`src/rtl/fp_norm_pkg.sv`:
```
// Shared types and constants for the single-precision post-adder
// normalise/round stage.
package fp_norm_pkg;

    typedef enum logic [1:0] {
        IDLE  = 2'd0,
        NORM  = 2'd1,
        ROUND = 2'd2,
        DONE  = 2'd3
    } state_t;

    localparam logic [7:0] EXP_MAX    = 8'hFF;
    localparam int         BIAS       = 127;
    localparam int         CARRY_BIT  = 25;
    localparam int         HIDDEN_BIT = 24;
    localparam int         GUARD_BIT  = 0;

    // One full-adder cell: returns {carry_out, sum}.
    function automatic logic [1:0] full_add(input logic a, input logic b, input logic c);
        full_add = {(a & b) | (a & c) | (b & c), a ^ b ^ c};
    endfunction

endpackage

```
`src/rtl/fp_round_rne.sv`:
```
// Round-to-nearest-even on a normalised mantissa; the increment ripples
// through a chain of full-adder cells.
module fp_round_rne
    import fp_norm_pkg::*;
#(
    parameter int MAN_W = 23
) (
    input  logic [MAN_W+2:0] m,
    input  logic             s,
    output logic [MAN_W-1:0] frac,
    output logic             exp_inc
);

    logic             inc;
    logic [MAN_W+1:0] t;
    logic [MAN_W+2:0] c;
    logic [1:0]       fa_out [MAN_W+2];

    assign inc  = m[GUARD_BIT] & (s | m[GUARD_BIT+1]);
    assign c[0] = inc;

    for (genvar i = 0; i < MAN_W + 2; i++) begin : g_inc
        assign fa_out[i] = full_add(m[i+1], 1'b0, c[i]);
        assign t[i]      = fa_out[i][0];
        assign c[i+1]    = fa_out[i][1];
    end

    // A carry into the hidden-bit-plus-one position means 1.11..1 rolled to 10.0..0.
    assign exp_inc = t[MAN_W+1];
    assign frac    = exp_inc ? {MAN_W{1'b0}} : t[MAN_W-1:0];

endmodule

```
`src/rtl/fp_norm_round.sv`:
```
// Post-adder stage: iterative one-bit-per-cycle normalisation, RNE rounding
// and IEEE-754 single packing behind valid/ready handshakes.
module fp_norm_round
    import fp_norm_pkg::*;
#(
    parameter int EXP_W = 8,
    parameter int MAN_W = 23
) (
    input  logic                   clk,
    input  logic                   rst_n,
    input  logic                   in_valid,
    output logic                   in_ready,
    input  logic [MAN_W+2:0]       in_sum,
    input  logic                   in_sticky,
    input  logic [EXP_W-1:0]       in_exp,
    input  logic                   in_sign,
    output logic                   out_valid,
    input  logic                   out_ready,
    output logic [EXP_W+MAN_W:0]   out_result,
    output logic                   out_ovf,
    output logic                   out_unf,
    output logic                   out_zero
);

    state_t                 state_q, state_d;
    logic [MAN_W+2:0]       m_q, m_d;
    logic                   s_q, s_d;
    logic [EXP_W:0]         e_q, e_d;
    logic                   sign_q, sign_d;
    logic [EXP_W+MAN_W:0]   res_q, res_d;
    logic                   ovf_q, ovf_d, unf_q, unf_d, zero_q, zero_d;
    logic                   out_valid_q, out_valid_d;
    logic                   in_ready_q, in_ready_d;
    logic [MAN_W-1:0]       rnd_frac;
    logic                   rnd_exp_inc;
    logic [EXP_W:0]         e_fin;

    fp_round_rne #(.MAN_W(MAN_W)) u_round (
        .m       (m_q),
        .s       (s_q),
        .frac    (rnd_frac),
        .exp_inc (rnd_exp_inc)
    );

    assign e_fin = e_q + {{EXP_W{1'b0}}, rnd_exp_inc};

    // Next-state, datapath and registered-output computation.
    always_comb begin
        state_d  = state_q;
        m_d      = m_q;
        s_d      = s_q;
        e_d      = e_q;
        sign_d   = sign_q;
        res_d    = res_q;
        ovf_d    = ovf_q;
        unf_d    = unf_q;
        zero_d   = zero_q;
        case (state_q)
            IDLE: begin
                if (in_valid) begin
                    m_d     = in_sum;
                    s_d     = in_sticky;
                    e_d     = {1'b0, in_exp};
                    sign_d  = in_sign;
                    res_d   = '0;
                    ovf_d   = 1'b0;
                    unf_d   = 1'b0;
                    zero_d  = 1'b0;
                    state_d = NORM;
                end else begin
                    state_d = IDLE;
                end
            end
            NORM: begin
                if (m_q == '0) begin
                    res_d   = '0;
                    zero_d  = 1'b1;
                    state_d = DONE;
                end else if (m_q[CARRY_BIT]) begin
                    m_d     = m_q >> 1;
                    s_d     = s_q | m_q[0];
                    e_d     = e_q + {{EXP_W{1'b0}}, 1'b1};
                    state_d = ROUND;
                end else if (m_q[HIDDEN_BIT]) begin
                    state_d = ROUND;
                end else if (e_q == {{EXP_W{1'b0}}, 1'b1}) begin
                    res_d   = {sign_q, {(EXP_W+MAN_W){1'b0}}};
                    unf_d   = 1'b1;
                    state_d = DONE;
                end else begin
                    m_d     = m_q << 1;
                    e_d     = e_q - {{EXP_W{1'b0}}, 1'b1};
                    state_d = NORM;
                end
            end
            ROUND: begin
                if (e_fin >= {1'b0, EXP_MAX}) begin
                    res_d = {sign_q, EXP_MAX, {MAN_W{1'b0}}};
                    ovf_d = 1'b1;
                end else begin
                    res_d = {sign_q, e_fin[EXP_W-1:0], rnd_frac};
                end
                state_d = DONE;
            end
            DONE: begin
                if (out_valid_q && out_ready) begin
                    state_d = IDLE;
                end else begin
                    state_d = DONE;
                end
            end
            default: state_d = IDLE;
        endcase
        // Valid rises the cycle after DONE is entered, giving the documented latencies.
        out_valid_d = (state_q == DONE) && !(out_valid_q && out_ready);
        in_ready_d  = (state_d == IDLE);
    end

    // State and output registers with synchronous active-low reset.
    always_ff @(posedge clk) begin
        if (!rst_n) begin
            state_q     <= IDLE;
            m_q         <= '0;
            s_q         <= 1'b0;
            e_q         <= '0;
            sign_q      <= 1'b0;
            res_q       <= '0;
            ovf_q       <= 1'b0;
            unf_q       <= 1'b0;
            zero_q      <= 1'b0;
            out_valid_q <= 1'b0;
            in_ready_q  <= 1'b1;
        end else begin
            state_q     <= state_d;
            m_q         <= m_d;
            s_q         <= s_d;
            e_q         <= e_d;
            sign_q      <= sign_d;
            res_q       <= res_d;
            ovf_q       <= ovf_d;
            unf_q       <= unf_d;
            zero_q      <= zero_d;
            out_valid_q <= out_valid_d;
            in_ready_q  <= in_ready_d;
        end
    end

    assign in_ready   = in_ready_q;
    assign out_valid  = out_valid_q;
    assign out_result = res_q;
    assign out_ovf    = ovf_q;
    assign out_unf    = unf_q;
    assign out_zero   = zero_q;

endmodule

```
`config.mk`:
```
export PLATFORM = sky130hd
export DESIGN_NAME = fp_norm_round
export DESIGN_NICKNAME = d
export VERILOG_FILES = /design/src/rtl/fp_norm_pkg.sv /design/src/rtl/fp_round_rne.sv /design/src/rtl/fp_norm_round.sv
export SDC_FILE = /design/constraint.sdc
export NUM_CORES = 1
export LEC_CHECK = 0
export CAP_MARGIN = 20
export CORE_MARGIN = 2
export CORE_UTILIZATION = 45
export DETAILED_ROUTE_END_ITERATION = 7
export PLACE_DENSITY = 0.78
export SYNTH_ARGS = -nofsm -noshare
export SYNTH_HDL_FRONTEND = slang
export SYNTH_SLANG_ARGS = --single-unit
```
`constraint.sdc`:
```
create_clock -name clk -period 15.8 [get_ports clk]
set_clock_uncertainty 0.15 [all_clocks]
set_input_delay 2.37 -clock clk [delete_from_list [all_inputs] [get_ports clk]]
set_output_delay 2.37 -clock clk [all_outputs]
set_load 0.005 [all_outputs]
```
==> flow_summary_export.csv <==
group,metric,value,unit
outcome,status,"finished clean",
global_route,grt_max_degree,47,
cts,clk-insertion-delay-late,380,ps
cts,cts-root-buf,"clkbuf_8",
route,drc_errors,0,
worst_setup_path,critPathLaunch,"m_q[1]",
route,vias,4086,
synthesis,synth_top_area_cell,"dfxtp_1",
power,p_leak,2.04,nW
worst_setup_path,criticalPathCategory,"reg -> reg",
global_route,grt_pass1_vias,3951,
hold_path,hp-class,"reg -> reg",
worst_setup_path,cp_data_arrival_time,7420,ps
worst_setup_path,critPathSlowestCell,"nor4_4",
timing,rsz0062_at_grt,"false",
timing,worstMarginPinSlew,1090,ps
placement,place.port_buffers,76,
finish,ff_latch_area,0.00152,mm²
timing,setup_viol,0,
route,dr.pass1.iters,6,
timing,fin_crit_sh,0.459,
synthesis,synthTopCellsByCount,"76 x dfxtp_1, 42 x nand2_1, 31 x ha_1",
placement,dp_hpwl,8170,µm
route,viasPerCell,6.23,
synthesis,yosysTopAreaCellShare,0.355,
global_route,grt_use_total,0.242,
synthesis,yosysWarnings,0,
synthesis,synthFlopType,"dfxtp_1",
timing,slew_viol_final,0,
worst_setup_path,cp-end-kind,"flip-flop",
power,max-vdd-ir-drop,0.0000480,V
finish,antennaDiodeCount,0,
timing,slew_headroom,0.271,
timing,fmax,138,MHz
synthesis,synth.distinct_cells,62,
placement,gp_congestion,0.873,
run,drv_cap,0,
global_route,overflow,0,
worst_setup_path,worst-path-max-fanout,13,
floorplanning,die_area,0.0103,mm²
route,wirelength,12000,µm
hold_path,hp-start,"out_result[30]",
synthesis,async_flop_share,0,
power,powerDensity,99.3,mW/mm²
floorplanning,fp-row-count,35,
worst_setup_path,cp_common_cell,"ha_1",
timing,finalSetupTns,0,ps
route,wl_per_cell,18.3,µm
floorplanning,initial_core_util,0.463,
route,route.antenna.remaining_nets,0,
timing,hold_viol,0,
floorplanning,core-area,0.00924,mm²
worst_setup_path,r2r_start,"m_q[1]",
timing,min_period,7250,ps
synthesis,ys_seq_area_frac,0.355,
finish,nNetsFinal,593,
route,drt_iter0_drc,323,
finish,drive_gt1_frac,0.0873,
floorplanning,die_w,102,µm
finish,multi_input_area,0.00252,mm²
timing,whs,313,ps
worst_setup_path,cpPeakStageDelay,680,ps
global_route,grt_pass1_wl,19700,µm
cts,cts_tree,"built",
cts,clock_path_buffers,2,
global_route,antenna_found_initial,0,
synthesis,synth_nets,536,
cts,cts.clk_slew.worst_paths,100,ps
cts,numCtsBuffers,9,
finish,nFillCells,793,
cts,cts_hold_buf,0,
synthesis,synth_cells,465,
cts,cts_sinks,76,
floorplanning,ios,77,
cts,cts_resized,0,
worst_setup_path,worst_setup_path_start_kind,"flip-flop",
synthesis,synth_area_per_cell,9.21,µm²
synthesis,synth.area.top_cells,"dfxtp_1 36%, ha_1 9.1%, a22o_1 4.3%",
worst_setup_path,worstPathRequired,15970,ps
cts,post-cts-setup-buffers,0,
floorplanning,die_y,102,µm
synthesis,ys_ff_latch,76,
finish,syn_to_final_growth,23.1,%
cts,htreeDepth,3,
synthesis,synth_edf_count,0,
synthesis,synth_area,0.00428,mm²
synthesis,synth_most_common_cell,"dfxtp_1",
[metal layers]
layer	GRT usage	vias up	share of wire
li1	-	1903	-
met1	0.318	1930	0.43
met2	0.391	228	0.47
met3	0.0442	25	0.083
met4	0.0967	0	0.022
met5	0	-	0
[where the power goes]
group,total [mW],leakage (nW),internal [mW],switching (mW)
Clock,0.144,0.0829,0.0589,0.0849
Combinational,0.141,1.34,0.0603,0.0811
Sequential,0.238,0.620,0.207,0.0312
Total,0.523,2.04,0.326,0.197
[cell type report]
type	instances	area share
tap	129	0.0306
inverter	11	0.00784
timing repair buffer	84	0.160
sequential	76	0.289
multi-input combinational	340	0.478
clock buffer	9	0.0235
clock inverter	7	0.0109
[cells by family (layout without fill, tap and decap cells)]
logic type,after synthesis,in the layout,share of synthesized area
buffers and inverters,49,111,0.0564
and+or+nand+nor,132,132,0.169
muxes,15,15,0.0360
adders and majority gates,31,31,0.0906
DFF,76,76,0.355
AOI/OAI and AO/OA,156,156,0.281
xor gates and xnor gates,6,6,0.0123
[cell usage in the layout (no fill, tap or decap), types with 4 or more instances in the layout]
| cell type | n |
|---|---|
| nand4_1 | 5 |
| buf_4 | 6 |
| xor2_1 | 5 |
| a22o_1 | 21 |
| a221oi_1 | 11 |
| clkdlybuf4s50_1 | 76 |
| clkbuf_8 | 9 |
| a211oi_1 | 21 |
| ha_1 | 31 |
| nand2_1 | 42 |
| o31ai_1 | 6 |
| nor3_1 | 5 |
| dfxtp_1 | 76 |
| nand2b_1 | 4 |
| nor4_2 | 4 |
| and3_1 | 11 |
| a221o_1 | 6 |
| o21ai_0 | 17 |
| o2111ai_1 | 5 |
| o211ai_1 | 10 |
| inv_1 | 11 |
| nor2_1 | 27 |
| o22ai_1 | 4 |
| mux2i_1 | 12 |
| a21oi_1 | 23 |
| nand3_1 | 14 |
| or3_1 | 4 |
| a222oi_1 | 7 |
| a31oi_1 | 4 |
[registers in the layout, indices dropped and copies added, names as in the netlist]
register,flops
out_ovf,1
in_ready,1
e_q,9
out_valid,1
sign_q,1
out_result,32
s_q,1
state_q,2
out_unf,1
m_q,26
out_zero,1
[metrics by stage]
| step | instance area [µm²] | instances | setup WS, ps | power, mW | utilization |
|---|---|---|---|---|---|
| 6_report | 5270 | 656 | 8550 | 0.523 | 0.570 |
| 5_1_grt | 5270 | 656 | 8190 | 0.547 | 0.570 |
| 4_1_cts | 5240 | 655 | 8550 | 0.520 | 0.567 |
| 3_5_place_dp | 5060 | 639 | 8600 | 0.379 | 0.547 |
| 3_3_place_gp | 5050 | 638 | 8520 | 0.373 | 0.546 |
| 2_1_floorplan | 4280 | 465 | 9290 | 0.337 | - |
[worst paths after layout]
check / cells after the start / slack, ps / end
hold reg to reg: 2 / 310 / out_result[30]
hold / removal: 2 / 310 / out_result[30]
setup / recovery: 33 / 8550 / out_result[2]
setup reg to reg: 33 / 8550 / out_result[2]
[critical path, delay by kind of cell (launching register included)]
family,cells,cell delay [ps]
adder cells (fa/ha/maj),24,4470
AND/OR/NAND/NOR,4,1060
AO/OA/AOI/OAI,3,740
flip-flops,1,380
buffers and inverters,1,250
XOR/XNOR,1,140
Power figures use the tool's default switching activity.
==> RTL edit: new RTL, same settings <==
`MAN_W` is set to 23 in 2 places; all go to 46.
--- a/src/rtl/fp_round_rne.sv
+++ b/src/rtl/fp_round_rne.sv
@@ -5,3 +5,3 @@
 #(
-    parameter int MAN_W = 23
+    parameter int MAN_W = 46
 ) (
--- a/src/rtl/fp_norm_round.sv
+++ b/src/rtl/fp_norm_round.sv
@@ -6,3 +6,3 @@
     parameter int EXP_W = 8,
-    parameter int MAN_W = 23
+    parameter int MAN_W = 46
 ) (
Interface: changed (resized in_sum and out_result); port bits go from 77 to 123. The function was not compared with the original's and may differ.
==> RTL edit against the unedited design <==
The flow now finishes with violations (design-rule violations); routed wire length rose by 47%; clock power rose to 2.6 times the old value; global-route usage fell by 1.5 points; sequential cell count increased by 46; final cell count increased by 55%; area after synthesis up 53%; critical path depth is 22 higher; power up 90%; synthesized cell count grew 58%; setup slack got worse by 4.5 ns; utilization rose by 0.90 points; final area up 58%; combinational power grew 62%; largest cell class unchanged; largest power group unchanged; highest routed layer unchanged.
==> RTL edit: results (changes against the unedited design) <==
[final_layout]
flip_flop_count_of_the_largest_register_after_layout = 55  ; was 32
num-fill-cells = 1237  ; was 793
drive_gt1_frac = 0.105  ; was 0.0873

[synth]
synth-seq-area-share = 0.374  ; was 0.355
synthTopCellsByCount = 122 x sky130_fd_sc_hd__dfxtp_1, 119 x sky130_fd_sc_hd__nand2_1, 67 x sky130_fd_sc_hd__nor2_1  ; was 76 x sky130_fd_sc_hd__dfxtp_1, 42 x sky130_fd_sc_hd__nand2_1, 31 x sky130_fd_sc_hd__ha_1
yosysUniqueCellTypes = 54  ; was 62
synth_fp_nets = 854  ; was 536

[critical_path]
crit_path_end = out_result[42]$_SDFFE_PN0P_  ; was out_result[2]$_SDFFE_PN0P_
r2r_cells = 55  ; was 33

[routing]
firstDrtPassIters = 8  ; was 6
post_detailed_route_via_to_cell_ratio = 6.06  ; was 6.23
drt_iter0_markers = 817  ; was 323
post-route-drc-count = 21  ; was 0
met2RoutedLength_um = 8050  ; was 5630 um

[outcome]
status = complete, but fails checks  ; was finished clean
violated_checks = design-rule violations

[placement]
detailedPlacementHpwl_um = 11300  ; was 8170 um

[global_route]
vias_in_the_first_global_route = 5605  ; was 3951
combined_global_route_utilization_of_all_metal_layers = 0.226  ; was 0.242

[power_and_ir_drop]
total_leakage_power_nw = 3.14  ; was 2.04 nW
cell_internal_pwr_uw = 670  ; was 326 uW
pg_seq_uw = 392  ; was 238 uW

[worst_hold_path]
endpoint_of_the_worst_hold_path = out_result[46]$_SDFFE_PN0P_  ; was out_result[30]$_SDFFE_PN0P_
worst_min_path_start = out_result[46]$_SDFFE_PN0P_  ; was out_result[30]$_SDFFE_PN0P_

[clocking]
cts_inserted_buffers = 17  ; was 9
cts_max_level = 4  ; was 3

[sta]
worst_slew_margin_rel = 0.267  ; was 0.271

[RTL edit: cell types whose count changed in the layout (fill, tap and decap cells not counted), sizes merged, moves of 8 or more]
cell,unedited run,this run
mux2i,12,4
clkdlybuf4s50,76,121
a211oi,21,50
ha,31,54
nor2,27,67
a22o,23,0
dfxtp,76,122
o22ai,4,45
nand2,42,119
clkbuf,9,24
o21ai,19,7
a222oi,7,40
[RTL edit: per-stage QoR]
stage | hold slack [ns] | instances | instance area (sq um) | setup slack (ns) | power [mW]
2_1_floorplan | 0.287 | 737 | 6530 | 5.51 | 0.560
3_3_place_gp | 0.288 | 982 | 7720 | 4.38 | 0.615
3_5_place_dp | 0.293 | 982 | 7720 | 4.12 | 0.619
4_1_cts | 0.301 | 1013 | 8290 | 4.01 | 0.990
5_1_grt | 0.324 | 1015 | 8320 | 3.33 | 1.04
6_report | 0.300 | 1015 | 8320 | 4.08 | 0.992
[RTL edit: per-layer routing]
| layer | GRT usage | vias up |
|---|---|---|
| li1 | - | 2961 |
| met1 | 0.323 | 2914 |
| met2 | 0.329 | 248 |
| met3 | 0.0473 | 32 |
| met4 | 0.100 | 0 |
| met5 | 0 | - |
[RTL edit: kinds of logic after synthesis]
kind of cell	after synthesis	synth area share
simple gates	252	0.170
compound gates	216	0.277
flops	122	0.374
buf+inv	79	0.0557
fa+ha+maj	54	0.103
xor+xnor	10	0.0134
mux	4	0.00613
[RTL edit: cell type report]
type	instances	area, sq um	area share
Sequential cell	122	2440	0.294
Multi-Input combinational cell	536	3740	0.449
Clock inverter	7	65.1	0.00782
Timing Repair Buffer	131	1300	0.157
Antenna cell	1	2.50	0.000301
Tap cell	184	230	0.0277
Inverter	10	37.5	0.00451
Clock buffer	24	502	0.0603
